--- src/rtl/enc_lag_param_pkg.sv ---
// Shared types, scratch addresses and small helpers for the parametrised G.729 pitch-lag encoder.
package enc_lag_param_pkg;

    // Channel 0 search-window word addresses, mirroring the shared scratch address list.
    localparam int T0_MIN = 'h100;
    localparam int T0_MAX = 'h101;

    localparam logic [15:0] FRAC_NEG1 = 16'hFFFF;

    typedef enum logic [3:0] {
        IDLE,
        CALC1,
        WR_MIN,
        WR_MAX,
        RD_MIN,
        RD_MAX,
        WAIT_RD,
        CALC2,
        DONE
    } state_t;

    function automatic logic [15:0] clamp16(
        input logic [15:0] value,
        input logic [15:0] lo,
        input logic [15:0] hi
    );
        logic [15:0] result;
        result = value;
        if (value < lo) begin
            result = lo;
        end else if (value > hi) begin
            result = hi;
        end
        return result;
    endfunction

    function automatic logic frac_legal(input logic [15:0] frac);
        return (frac == FRAC_NEG1) || (frac == 16'd0) || (frac == 16'd1);
    endfunction

endpackage

--- src/rtl/enc_lag_param_calc.sv ---
// Combinational lag clamp, codebook index formula and next search-window computation.
module lag_index_calc
    import enc_lag_param_pkg::*;
#(
    parameter int PIT_MIN  = 20,
    parameter int PIT_MAX  = 143,
    parameter int FRAC_THR = 85,
    parameter int WIN_LO   = 5,
    parameter int WIN_LEN  = 9
) (
    input  logic        sub2,
    input  logic [15:0] t0,
    input  logic [15:0] frac,
    input  logic [15:0] bound_lo,
    input  logic [15:0] bound_hi,
    output logic [15:0] index,
    output logic        range_err,
    output logic [15:0] win_min,
    output logic [15:0] win_max
);

    localparam logic [15:0] P_MIN     = 16'(PIT_MIN);
    localparam logic [15:0] P_MAX     = 16'(PIT_MAX);
    localparam logic [15:0] F_THR     = 16'(FRAC_THR);
    localparam logic [15:0] W_LO      = 16'(WIN_LO);
    localparam logic [15:0] W_LEN     = 16'(WIN_LEN);
    localparam logic [15:0] WIN_FLOOR = 16'(PIT_MIN + WIN_LO);
    localparam logic [15:0] OFS_FINE  = 16'(3 * PIT_MIN - 2);
    localparam logic [15:0] OFS_COARSE = 16'(2 * FRAC_THR - 3 * PIT_MIN + 2);

    logic        frac_ok;
    logic [15:0] frac_eff;
    logic [15:0] lo;
    logic [15:0] hi;
    logic [15:0] tc;

    always_comb begin
        frac_ok   = frac_legal(frac);
        frac_eff  = frac_ok ? frac : 16'd0;
        lo        = sub2 ? bound_lo : P_MIN;
        hi        = sub2 ? bound_hi : P_MAX;
        tc        = clamp16(t0, lo, hi);
        range_err = (t0 < lo) || (t0 > hi) || !frac_ok;

        if (sub2) begin
            index = 16'd3 * (tc - lo) + 16'd2 + frac_eff;
        end else if (tc <= F_THR) begin
            index = 16'd3 * tc - OFS_FINE + frac_eff;
        end else begin
            index = tc + OFS_COARSE;
        end
    end

    // Window is anchored below Tc, then slid down if it would overrun the top lag.
    always_comb begin
        win_min = (tc < WIN_FLOOR) ? P_MIN : (tc - W_LO);
        win_max = win_min + W_LEN;
        if (win_max > P_MAX) begin
            win_max = P_MAX;
            win_min = P_MAX - W_LEN;
        end
    end

endmodule

--- src/rtl/enc_lag_param.sv ---
// Pitch-lag encoder top: captures a request, sequences the per-channel window words in scratch
// memory and registers the encoded index.
module enc_lag_param
    import enc_lag_param_pkg::*;
#(
    parameter int PIT_MIN   = 20,
    parameter int PIT_MAX   = 143,
    parameter int FRAC_THR  = 85,
    parameter int WIN_LO    = 5,
    parameter int WIN_LEN   = 9,
    parameter int NUM_CH    = 1,
    parameter int ADDR_W    = 12,
    parameter int MEM_W     = 32,
    parameter int MIN_BASE  = T0_MIN,
    parameter int MAX_BASE  = T0_MAX,
    parameter int CH_STRIDE = 2
) (
    input  logic              clk,
    input  logic              reset,
    input  logic              start,
    input  logic [1:0]        ch,
    input  logic [15:0]       T0,
    input  logic [15:0]       T0_frac,
    input  logic [15:0]       pit_flag,
    input  logic [MEM_W-1:0]  memOut,
    output logic [ADDR_W-1:0] memReadAddr,
    output logic [ADDR_W-1:0] memWriteAddr,
    output logic [MEM_W-1:0]  memIn,
    output logic              memWriteEn,
    output logic [15:0]       index,
    output logic              range_err,
    output logic              done
);

    state_t      state;
    state_t      next_state;
    logic [1:0]  ch_q;
    logic [15:0] t0_q;
    logic [15:0] frac_q;
    logic        sub2_q;
    logic [15:0] lo_q;
    logic [15:0] hi_q;
    logic [1:0]  ch_sel;
    logic [15:0] calc_index;
    logic        calc_err;
    logic [15:0] calc_win_min;
    logic [15:0] calc_win_max;
    logic        unused_mem_hi;

    function automatic logic [ADDR_W-1:0] min_addr(input logic [1:0] c);
        return ADDR_W'(MIN_BASE + int'(c) * CH_STRIDE);
    endfunction

    function automatic logic [ADDR_W-1:0] max_addr(input logic [1:0] c);
        return ADDR_W'(MAX_BASE + int'(c) * CH_STRIDE);
    endfunction

    // Channels beyond the configured count fold onto channel 0.
    assign ch_sel        = (int'(ch) < NUM_CH) ? ch : 2'd0;
    assign unused_mem_hi = ^memOut[MEM_W-1:16];

    lag_index_calc #(
        .PIT_MIN  (PIT_MIN),
        .PIT_MAX  (PIT_MAX),
        .FRAC_THR (FRAC_THR),
        .WIN_LO   (WIN_LO),
        .WIN_LEN  (WIN_LEN)
    ) u_calc (
        .sub2      (sub2_q),
        .t0        (t0_q),
        .frac      (frac_q),
        .bound_lo  (lo_q),
        .bound_hi  (hi_q),
        .index     (calc_index),
        .range_err (calc_err),
        .win_min   (calc_win_min),
        .win_max   (calc_win_max)
    );

    always_comb begin
        next_state = state;
        case (state)
            IDLE: begin
                if (start) begin
                    next_state = (pit_flag != 16'd0) ? RD_MIN : CALC1;
                end
            end
            CALC1:   next_state = WR_MIN;
            WR_MIN:  next_state = WR_MAX;
            WR_MAX:  next_state = DONE;
            RD_MIN:  next_state = RD_MAX;
            RD_MAX:  next_state = WAIT_RD;
            WAIT_RD: next_state = CALC2;
            CALC2:   next_state = DONE;
            DONE:    next_state = IDLE;
            default: next_state = IDLE;
        endcase
    end

    // Memory strobes and results are registered on the edge entering the state that owns them,
    // so memWriteEn is high exactly during WR_MIN and WR_MAX.
    always_ff @(posedge clk) begin
        if (!reset) begin
            state        <= IDLE;
            ch_q         <= 2'd0;
            t0_q         <= 16'd0;
            frac_q       <= 16'd0;
            sub2_q       <= 1'b0;
            lo_q         <= 16'd0;
            hi_q         <= 16'd0;
            memReadAddr  <= '0;
            memWriteAddr <= '0;
            memIn        <= '0;
            memWriteEn   <= 1'b0;
            index        <= 16'd0;
            range_err    <= 1'b0;
            done         <= 1'b0;
        end else begin
            state      <= next_state;
            memWriteEn <= 1'b0;
            case (state)
                IDLE: begin
                    if (start) begin
                        ch_q   <= ch_sel;
                        t0_q   <= T0;
                        frac_q <= T0_frac;
                        sub2_q <= (pit_flag != 16'd0);
                        done   <= 1'b0;
                        if (pit_flag != 16'd0) begin
                            memReadAddr <= min_addr(ch_sel);
                        end
                    end
                end
                CALC1: begin
                    index        <= calc_index;
                    range_err    <= calc_err;
                    lo_q         <= calc_win_min;
                    hi_q         <= calc_win_max;
                    memWriteEn   <= 1'b1;
                    memWriteAddr <= min_addr(ch_q);
                    memIn        <= MEM_W'(calc_win_min);
                end
                WR_MIN: begin
                    memWriteEn   <= 1'b1;
                    memWriteAddr <= max_addr(ch_q);
                    memIn        <= MEM_W'(hi_q);
                end
                WR_MAX: begin
                    done <= 1'b1;
                end
                RD_MIN: begin
                    memReadAddr <= max_addr(ch_q);
                end
                RD_MAX: begin
                    lo_q <= memOut[15:0];
                end
                WAIT_RD: begin
                    hi_q <= memOut[15:0];
                end
                CALC2: begin
                    index     <= calc_index;
                    range_err <= calc_err;
                    done      <= 1'b1;
                end
                default: begin
                end
            endcase
        end
    end

endmodule
--- config.mk ---
export PLATFORM = sky130hd
export DESIGN_NAME = enc_lag_param
export DESIGN_NICKNAME = d
export VERILOG_FILES = /design/src/rtl/enc_lag_param_pkg.sv /design/src/rtl/enc_lag_param_calc.sv /design/src/rtl/enc_lag_param.sv
export SDC_FILE = /design/constraint.sdc
export NUM_CORES = 1
export LEC_CHECK = 0
export BUFFER_PORTS_ARGS = -buffer_cell sky130_fd_sc_hd__buf_2
export CAP_MARGIN = 20
export CORE_ASPECT_RATIO = 1.75
export CORE_MARGIN = 5
export CORE_UTILIZATION = 54
export CTS_BUF_LIST = sky130_fd_sc_hd__clkbuf_2 sky130_fd_sc_hd__clkbuf_4 sky130_fd_sc_hd__clkbuf_8
export CTS_CLUSTER_SIZE = 8
export DETAILED_ROUTE_END_ITERATION = 7
export PLACE_DENSITY = 0.8
export SYNTH_ARGS = -nofsm -noshare
export SYNTH_HDL_FRONTEND = slang
export SYNTH_SLANG_ARGS = --single-unit
--- constraint.sdc ---
create_clock -name clk -period 8.4 [get_ports clk]
set_clock_uncertainty 0.15 [all_clocks]
set_input_delay 0.42 -clock clk [delete_from_list [all_inputs] [get_ports clk]]
set_output_delay 0.42 -clock clk [all_outputs]
set_load 0.03 [all_outputs]
==> Yosys cells after proc, flatten, opt, wreduce, memory -nomap -nowiden <==
Index checks and enable logic that the tools add are counted.
{ "word_totals": {"wordCells": 87, "input_bits": 85, "register_bits": 146} }
{ "op_classes": {"reduce_logical": 19, "mux": 24, "order_cmp": 6, "mul": 2, "n_eq_ne": 11, "addsub": 11} }
{ "op_table": {"columns": ["cell", "n"], "rows": [
  ["2-to-1 mux 16 bit", 10],
  ["one-hot mux 16 bit (2 select lines)", 2],
  ["one-hot mux 32 bit (2 select lines)", 1],
  ["one-hot mux 12 bit (2 select lines)", 2],
  ["adder 16 bit", 2],
  ["multiplier 2 x 16 -> 16 bit (first input constant)", 2],
  ["adder 9 x 3 -> 10 bit (first input constant)", 3],
  ["one-hot mux 4 bit (7 select lines)", 1],
  ["2-to-1 mux 12 bit", 2],
  ["adder 16 x 2 -> 16 bit (second input constant)", 1],
  ["adder 16 x 4 -> 16 bit (second input constant)", 1],
  ["adder 16 x 7 -> 16 bit (second input constant)", 1],
  ["== test 16 x 1 -> 1 bit (second input constant)", 1],
  ["== test 16 bit (second input constant)", 1],
  ["== test 4 x 3 -> 1 bit (second input constant)", 4],
  ["greater-than comparator 16 bit", 1],
  ["greater-than comparator 16 x 8 -> 1 bit (second input constant)", 1],
  ["<= comparator 16 x 7 -> 1 bit (second input constant)", 1],
  ["zero test 16 bit", 1],
  ["less-than comparator 16 bit", 1],
  ["less-than comparator 16 x 5 -> 1 bit (second input constant)", 1],
  ["nonzero test 16 bit", 1],
  ["subtractor 16 bit", 1],
  ["subtractor 16 x 3 -> 16 bit (second input constant)", 1],
  ["17 further kinds", 30]
]} }

==> Longest topological paths before layout <==
Gate-level depths: netlist of run 1.
{ "depth": {"word_depth": 10, "ltp_mapped": 39} }

==> By module <==
From an unflattened synthesis of run 1, not the netlist that was laid out.
{ "unflattened": {"cells_unflattened": 1418, "area_unflattened_um2": 11314.6} }
{ "by_module_without_submodules": {"columns": ["mod", "area_each_um2", "cells_per_inst", "n_inst", "seq_area_each_um2"], "rows": [
  ["lag_index_calc", 6143.4, 855, 1, 0.0],
  ["enc_lag_param", 5171.2, 563, 1, 2282.2]
]} }

==> Worst setup path after synthesis of run 1 <==
Ideal clock, no wire load.
{ "synth_timing": {"path_type": "register to register", "start": "register sub2_q", "end": "register index[15]", "t_arrival_ns": 7.799, "path_slack_ns": 0.317, "period_less_slack_ns": 8.083, "setup_ns": 0.134, "stages_incl_launch_ff": 37, "t_required_ns": 8.116, "cell_sequence": "dfxtp_1 -> buf_4 -> clkbuf_1 -> buf_1 -> clkbuf_1 -> clkbuf_1 -> buf_1 -> nand2_1 -> ha_1 -> and3_1 -> a221o_1 -> a211o_1 -> nor2_4 -> buf_6 -> o41ai_1 -> a21oi_1 -> ha_1 -> o21ai_0 -> a21boi_0 -> o21ai_0 -> a21oi_1 -> a21oi_1 -> nor2b_1 -> o21a_1 -> o41a_1 -> xor2_1 -> fa_1 -> ha_1 -> and3_1 -> nand4_1 -> nand3_1 -> o21ai_0 -> nand2b_1 -> a21oi_1 -> xnor3_1 -> nand2_1 -> a31oi_1"} }
{ "synth_via": {"elab_chain_len": 9, "word_cells_on_any_way": 17} }
{ "synth_rtl": {"columns": ["element", "line", "rtl"], "rows": [
  ["start, declared", "enc_lag_param.sv:40", "logic sub2_q;"],
  ["start signal, assigned", "enc_lag_param.sv:127", "sub2_q <= (pit_flag != 16'd0);"],
  ["2-to-1 mux 16 bit", "enc_lag_param_calc.sv:41", "hi = sub2 ? bound_hi : P_MAX;"],
  ["greater-than comparator 16 bit", "enc_lag_param_pkg.sv:31", "end else if (value > hi) begin"],
  ["2-to-1 mux 16 bit", "enc_lag_param_pkg.sv:31", null],
  ["2-to-1 mux 16 bit", "enc_lag_param_pkg.sv:29", "if (value < lo) begin"],
  ["subtractor 16 bit or multiplier 2 x 16 -> 16 bit (tied branches)", "enc_lag_param_calc.sv:46, enc_lag_param_calc.sv:48", null],
  ["multiplier 2 x 16 -> 16 bit or subtractor 16 x 6 -> 16 bit (tied branches)", "enc_lag_param_calc.sv:46, enc_lag_param_calc.sv:48", null],
  ["adder 16 x 2 -> 16 bit or adder 16 bit (tied branches)", "enc_lag_param_calc.sv:46, enc_lag_param_calc.sv:48", null],
  ["adder 16 bit or 2-to-1 mux 16 bit (tied branches)", "enc_lag_param_calc.sv:46, enc_lag_param_calc.sv:47", null],
  ["2-to-1 mux 16 bit (*)", "enc_lag_param_calc.sv:45", "if (sub2) begin"],
  ["end signal, assigned", "enc_lag_param.sv:135", "index <= calc_index;"],
  ["end signal, assigned", "enc_lag_param.sv:161", "index <= calc_index;"],
  ["end, declared", "enc_lag_param.sv:30", "output logic [15:0] index,"]
]} }
Mark *: on every way between the ends. The rest lies on a longest branch, timed or not.
A chain may end at the register's enable or synchronous reset.

==> Worst setup path after layout of run 1 <==
Same ends and word-level chain as after synthesis.

==> impl_metrics.tcl, run 1 <==
set metrics [dict create \
    synth_area_sq_um 9940 \
    cp_max_fo 37 \
    worstSetupPathType "register to register" \
    cp-end-kind "register" \
    ys.flop_type "dfxtp_1" \
    drv_cap 0 \
    nFillCells 1696 \
    routedWlPerCell_um 18.8 \
    cts_made_buffers 17 \
    critical_path_arrival_ns 7.74 \
    n_antenna_cell 0 \
    cts_buffer_depth 2 \
    clock_sinks 114 \
    post-route-period-util 0.901 \
    ys_seq_area_frac 0.230 \
    rows 65 \
    period_minus_slack_ns 7.57 \
    path_common_cell "o21ai_0" \
    rsz0062_at_grt "no" \
    synth_cells 1232 \
    hpwl_mm 23.6 \
    portBuffers 109 \
    slowest_stage "dfxtp_4" \
    clock_latency_ns 0.45 \
    synth_warnings 0 \
    cts_hold_buf 0 \
    postSynth.asyncResetShare 0 \
    die_w_um 113 \
    tns_ns 0 \
    regArea_sq_um 2290 \
    drive_gt1_frac 0.174 \
    die_area_sq_um 21300 \
    synth_edf_count 0 \
    gp_routability_congestion 0.974 \
    crit_path_start_kind "register" \
    die_h_um 189 \
    initial_utilization 0.551 \
    finalNetCount 1557 \
    drt_wl_total_mm 29.8 \
    vias 9546 \
    grt_pass1_wl_mm 47.7 \
    avgSynthCellArea_sq_um 8.07 \
    ant_nets 0 \
    first_pass_iters 5 \
    setup_viol 0 \
    max_clock_freq_mhz 132 \
    coreArea_sq_um 18100 \
    cts_resized 0 \
    grt_max_degree 86 \
    worst_pin_slew_ns 1.08 \
    antenna_found_initial 0 \
    cts_tree "built" \
    ios 160 \
    first_iter_violations 542 \
    slew_viol_final 0 \
    postCtsSetupBuffers 0 \
    slowest_delay_ns 0.60 \
    yosysUniqueCellTypes 86 \
    grt_util_all_layers 0.278 \
    clock-root-buffer "clkbuf_8" \
    multi_input_area_sq_um 7050 \
    critPathRequiredTime_ns 8.57 \
    h-tree-depth 4 \
    status "finished, final reports clean" \
    clkTransAtPathRegs_ns 0.08 \
    grt_pass1_vias 9750 \
    viasPerCell 6.03 \
    overflow 0 \
    worstHoldPathType "input pin to register" \
    drc 0 \
    relSlewSlack 0.280 \
    hold_viol_final 0 \
    area_growth_pct 11.9 \
    ys_ff_latch 114 \
]
-- worst max-delay path: cells and delay by family (launching register included) --
family | cells | cell delay, ns
AO/OA/AOI/OAI | 14 | 2.69
AND/OR/NAND/NOR | 12 | 1.36
adder cells (fa/ha/maj) | 4 | 1.50
buffers and inverters | 2 | 0.43
XOR/XNOR | 2 | 0.69
flip-flops | 1 | 0.60
-- stage by stage --
step	utilization	cell area [sq um]	setup slack, ns	hold WS [ns]	std cells
after floorplan	-	10100	0.317	0.291	1263
after global placement	0.591	10700	0.794	0.295	1549
after detailed placement	0.593	10700	0.673	0.302	1550
after CTS	0.614	11100	0.647	0.0277	1581
after global routing	0.616	11100	0.245	0.0395	1583
final	0.616	11100	0.832	0.0559	1583
-- metal layers --
layer	track usage	up-vias	wire length [um]
li1	-	4565	-
met1	0.283	4495	10600
met2	0.524	381	15900
met3	0.0441	105	1630
met4	0.162	0	1700
met5	0	-	0
-- final timing paths --
kind / from / to / slack, ns / cells after the start
worst max-delay path: sub2_q$_SDFFE_PN0P_ / index[15]$_SDFFE_PN0P_ / 0.83 / 34
worst min-delay path: T0[9] / t0_q[9]$_SDFFE_PN0P_ / 0.06 / 3
worst max register to register: sub2_q$_SDFFE_PN0P_ / index[15]$_SDFFE_PN0P_ / 0.83 / 34
worst min register to register: memWriteAddr[1]$_SDFFE_PN0N_ / memWriteAddr[1]$_SDFFE_PN0N_ / 0.31 / 2
-- logic make-up (layout without fill, tap and decap cells) --
kind of cell,Yosys count,in the layout,synth area share
muxes,7,7,0.00743
other,1,32,0.000377
AOI/OAI and AO/OA,347,347,0.233
DFF,114,114,0.230
xor gates and xnor gates,68,68,0.0613
and+or+nand+nor,406,406,0.203
buffers and inverters,154,240,0.0741
adders and majority gates,135,135,0.191
-- final cells by class --
| type | instances | share of cell area |
|---|---|---|
| inverters | 62 | 0.0211 |
| well taps | 234 | 0.0263 |
| multi-input cells | 995 | 0.634 |
| clock inverters | 8 | 0.00709 |
| repair buffers | 147 | 0.0786 |
| flip-flops and latches | 114 | 0.206 |
| clock buffers | 23 | 0.0273 |
-- registers in the layout (all words and copies together) (netlist names) --
name	count
ch_q	2
frac_q	16
t0_q	16
sub2_q	1
memWriteAddr	4
hi_q	16
done	1
state	4
memReadAddr	4
index	16
memIn	16
range_err	1
memWriteEn	1
lo_q	16
-- Yosys cell counts (all sizes together), types with 13 or more instances --
cell type  number  area share
nand3          26       0.017
fa             28       0.056
xor2           14       0.012
nand2b         16       0.010
ha            107        0.13
a21oi         123       0.066
nor4           25       0.017
inv            62       0.024
buf            45       0.033
dfxtp         114        0.23
a22oi          42       0.032
nand2         140       0.053
xnor2          53       0.047
o21ai          56       0.028
nor2           98       0.039
nor2b          17       0.011
a21o           14       0.011
nand4          16       0.012
and3           13      0.0087
a211oi         21       0.017
clkbuf         47       0.018
nor3           20       0.010
-- cells in the final DEF, fill, tap and decap left out, types with 23 or more instances in the layout --
| cell | instances |
|---|---|
| nand2_1 | 138 |
| dfxtp_1 | 113 |
| a21oi_1 | 112 |
| buf_2 | 109 |
| ha_1 | 107 |
| nor2_1 | 94 |
| inv_1 | 56 |
| xnor2_1 | 53 |
| o21ai_0 | 52 |
| a22oi_1 | 41 |
| buf_4 | 35 |
| conb_1 | 32 |
| fa_1 | 28 |
| nor4_1 | 23 |
Power of run 1 is left out: the tool's default activity adds up to more than one toggle a clock period on the data nets, which glitch-free logic cannot reach.
==> run 2, diff against run 1 <==
--- a/config.mk
+++ b/config.mk
@@ -8,7 +8,7 @@
 export BUFFER_PORTS_ARGS = -buffer_cell sky130_fd_sc_hd__buf_2
 export CAP_MARGIN = 20
 export CORE_ASPECT_RATIO = 1.75
-export CORE_MARGIN = 5
+export CORE_MARGIN = 2
 export CORE_UTILIZATION = 54
 export CTS_BUF_LIST = sky130_fd_sc_hd__clkbuf_2 sky130_fd_sc_hd__clkbuf_4 sky130_fd_sc_hd__clkbuf_8
 export CTS_CLUSTER_SIZE = 8
==> impl_metrics.tcl, run 2 (synthesized netlist as in run 1, its figures left out) <==
set metrics [dict create \
    status "finished, final reports clean" \
    clock_sinks 114 \
    drv_cap 0 \
    clock-root-buffer "clkbuf_8" \
    tns_ns 0 \
    viasPerCell 5.98 \
    first_iter_violations 462 \
    crit_path_start_kind "register" \
    h-tree-depth 4 \
    nFillCells 1678 \
    hold_viol_final 0 \
    portBuffers 109 \
    clkTransAtPathRegs_ns 0.08 \
    hold_ws_ns 0.0350 \
    dpl-instance-area_sq_um 10700 \
    postCtsSetupBuffers 0 \
    placed_cells 1546 \
    fin_cells 1580 \
    slowest_stage "dfxtp_2" \
    layout_commonest_cell "nand2_1" \
    rows 65 \
    initial_utilization 0.551 \
    relSlewSlack 0.290 \
    cp-end-kind "register" \
    holdPathStages 3 \
    grt_max_degree 91 \
    drc 0 \
    path_common_cell "o21ai_0" \
    cts_buffer_depth 2 \
    worst_pin_slew_ns 1.07 \
    cts_tree "built" \
    n_antenna_cell 0 \
    finalNetCount 1553 \
    die_w_um 107 \
    critPathRequiredTime_ns 8.59 \
    drive_gt1_frac 0.172 \
    layout_common_cells "nand2_1, dfxtp_1, a21oi_1" \
    hpwl_mm 22.9 \
    slew_viol_final 0 \
    worstSetupPathType "register to register" \
    vias 9454 \
    period_minus_slack_ns 7.74 \
    reg2reg_depth 29 \
    gp_routability_congestion 1.02 \
    cts_hold_buf 0 \
    max_clock_freq_mhz 129 \
    cp_max_fo 38 \
    overflow 0 \
    grt_util_all_layers 0.303 \
    die_h_um 183 \
    clock_latency_ns 0.46 \
    antenna_found_initial 0 \
    worstHoldPathType "input pin to register" \
    coreArea_sq_um 18100 \
    rsz0062_at_grt "no" \
    multi_input_area_sq_um 7050 \
    ios 160 \
    first_pass_iters 5 \
    ant_nets 0 \
    regArea_sq_um 2280 \
    area_growth_pct 11.3 \
    die_area_sq_um 19600 \
    drt_wl_total_mm 29.1 \
    grt_pass1_vias 9205 \
    post-route-period-util 0.921 \
    cts_resized 0 \
    critical_path_arrival_ns 7.92 \
    grt_pass1_wl_mm 46.4 \
    design_area_sq_um 11100 \
    cts_made_buffers 17 \
    setup_viol 0 \
    routedWlPerCell_um 18.4 \
    slowest_delay_ns 0.79 \
]
run 2: cell type report:
type | count | share of cell area
multi-input combinational | 995 | 0.638
sequential | 114 | 0.206
timing repair buffer | 143 | 0.0750
tap | 234 | 0.0265
clock buffer | 19 | 0.0231
inverter | 62 | 0.0213
clock inverter | 13 | 0.0101
run 2: critical path: cells and delay by family, from the launching register on:
kind / cells / cell delay, ns
DFF: 1 / 0.79
xor gates and xnor gates: 2 / 0.67
adders and majority gates: 4 / 1.48
AOI/OAI and AO/OA: 13 / 3.04
and+or+nand+nor: 10 / 1.47
run 2: metal layers:
layer,global-route usage,part of all wire,up-vias
li1,-,-,4570
met1,0.317,0.37,4449
met2,0.568,0.53,338
met3,0.0408,0.044,97
met4,0.175,0.057,0
met5,0,0,-
run 2: stage by stage:
stage,worst slack (ns),util
final,0.665,0.612
after global routing,0.169,0.612
after CTS,0.752,0.610
after detailed placement,0.770,0.590
after global placement,0.825,0.589
after floorplan,0.317,-
run 2: worst paths after layout:
check	slack [ns]	endpoint	start
worst max-delay path	0.66	index[15]$_SDFFE_PN0P_	sub2_q$_SDFFE_PN0P_
worst min register to register	0.32	memReadAddr[2]$_SDFFE_PN0P_	memReadAddr[2]$_SDFFE_PN0P_
worst max register to register	0.66	index[15]$_SDFFE_PN0P_	sub2_q$_SDFFE_PN0P_
worst min-delay path	0.03	t0_q[9]$_SDFFE_PN0P_	T0[9]
Power of run 2 is left out for the same reason.
==> run 3, diff against run 2 <==
--- a/config.mk
+++ b/config.mk
@@ -13,6 +13,7 @@
 export CTS_BUF_LIST = sky130_fd_sc_hd__clkbuf_2 sky130_fd_sc_hd__clkbuf_4 sky130_fd_sc_hd__clkbuf_8
 export CTS_CLUSTER_SIZE = 8
 export DETAILED_ROUTE_END_ITERATION = 7
+export HOLD_SLACK_MARGIN = 0.05
 export PLACE_DENSITY = 0.8
 export SYNTH_ARGS = -nofsm -noshare
 export SYNTH_HDL_FRONTEND = slang
==> impl_metrics.tcl, run 3 (synthesized netlist as in run 1, its figures left out) <==
set metrics [dict create \
    slew_viol_final 0 \
    clock_sinks 114 \
    worstHoldPathType "input pin to register" \
    vias 9691 \
    grt_pass1_wl_mm 48.7 \
    crit_path_start_kind "register" \
    drv_cap 0 \
    setup_viol 0 \
    gp_routability_congestion 1.02 \
    ant_nets 0 \
    overflow 0 \
    first_iter_violations 584 \
    clock_latency_ns 0.47 \
    area_growth_pct 14.4 \
    drt_wl_total_mm 30.8 \
    grt_pass1_vias 9664 \
    path_common_cell "o21ai_0" \
    postCtsSetupBuffers 0 \
    coreArea_sq_um 18100 \
    finalNetCount 1585 \
    grt_max_degree 91 \
    cp-end-kind "register" \
    critPathRequiredTime_ns 8.59 \
    antenna_found_initial 0 \
    max_clock_freq_mhz 130 \
    viasPerCell 6.01 \
    status "finished, final reports clean" \
    ios 160 \
    routedWlPerCell_um 19.1 \
    rows 65 \
    portBuffers 109 \
    clock-root-buffer "clkbuf_8" \
    grt_util_all_layers 0.318 \
    tns_ns 0 \
    slowest_delay_ns 0.80 \
    cts_resized 0 \
    worstSetupPathType "register to register" \
    die_w_um 107 \
    critical_path_arrival_ns 7.91 \
    cp_max_fo 38 \
    layout_commonest_cell "nand2_1" \
    h-tree-depth 4 \
    clkTransAtPathRegs_ns 0.08 \
    die_area_sq_um 19600 \
    slowest_stage "dfxtp_2" \
    hpwl_mm 22.9 \
    period_minus_slack_ns 7.71 \
    initial_utilization 0.551 \
    drive_gt1_frac 0.168 \
    rsz0062_at_grt "no" \
    worst_pin_slew_ns 1.09 \
    first_pass_iters 7 \
    post-route-period-util 0.918 \
    drc 0 \
    hold_viol_final 0 \
    die_h_um 183 \
    layout_common_cells "nand2_1, dfxtp_1, a21oi_1" \
    cts_buffer_depth 2 \
    n_antenna_cell 0 \
    cts_tree "built" \
    relSlewSlack 0.273 \
    nFillCells 1605 \
    cts_made_buffers 17 \
]
==> run 3: changes by cell type in the layout (fill, tap and decap cells not counted) <==
cell,delta
clkbuf_16,-1
dlygate4sd3_1,+32
buf_8,+1
==> run 3: layout make-up <==
cell class / count / area (sq um) / share of cell area
clock buffer: 19 / 255 / 0.0225
multi-input combinational: 995 / 7050 / 0.620
inverter: 62 / 235 / 0.0207
timing repair buffer: 175 / 1140 / 0.100
tap: 234 / 293 / 0.0258
sequential: 114 / 2280 / 0.201
clock inverter: 13 / 111 / 0.00980
==> run 3: timing repair <==
action,CTS,global route
hold buffers,32,0
endpoints found under the hold margin,32,0
endpoints found under the setup margin,0,0
==> run 3: routing by layer <==
layer  part of all wire  track usage  up-vias  wire, um
met2               0.53        0.596      374     16500
met3              0.048       0.0514      112      1480
met5                  0            0        -         0
met1               0.36        0.328     4584     11100
met4              0.058        0.189        0      1780
li1                   -            -     4621         -
==> run 3: worst max-delay path: cells and delay by family, from the launching register on <==
kind / cells / cell delay [ns]
simple gates: 10 / 1.45
flops: 1 / 0.80
fa+ha+maj: 4 / 1.47
compound gates: 13 / 3.02
xor+xnor: 2 / 0.67
==> run 3: path summary, 6_finish.rpt <==
path | from | to | slack [ns] | cells after the start
min reg2reg | memReadAddr[2]$_SDFFE_PN0P_ | memReadAddr[2]$_SDFFE_PN0P_ | 0.32 | 2
min | memOut[15] | hi_q[15]$_SDFFE_PN0P_ | 0.09 | 3
max | sub2_q$_SDFFE_PN0P_ | index[15]$_SDFFE_PN0P_ | 0.69 | 29
max reg2reg | sub2_q$_SDFFE_PN0P_ | index[15]$_SDFFE_PN0P_ | 0.69 | 29
==> run 3: through the flow <==
step	hold WS, ns	cell area, sq um	utilization	setup slack (ns)	std cells
2_1_floorplan	0.291	10100	-	0.317	1263
3_3_place_gp	0.302	10600	0.589	0.825	1545
3_5_place_dp	0.307	10700	0.590	0.770	1546
6_report	0.0873	11400	0.630	0.688	1612
5_1_grt	0.0921	11400	0.630	0.166	1612
4_1_cts	0.0592	11300	0.628	0.752	1610
Power of run 3 is left out for the same reason.
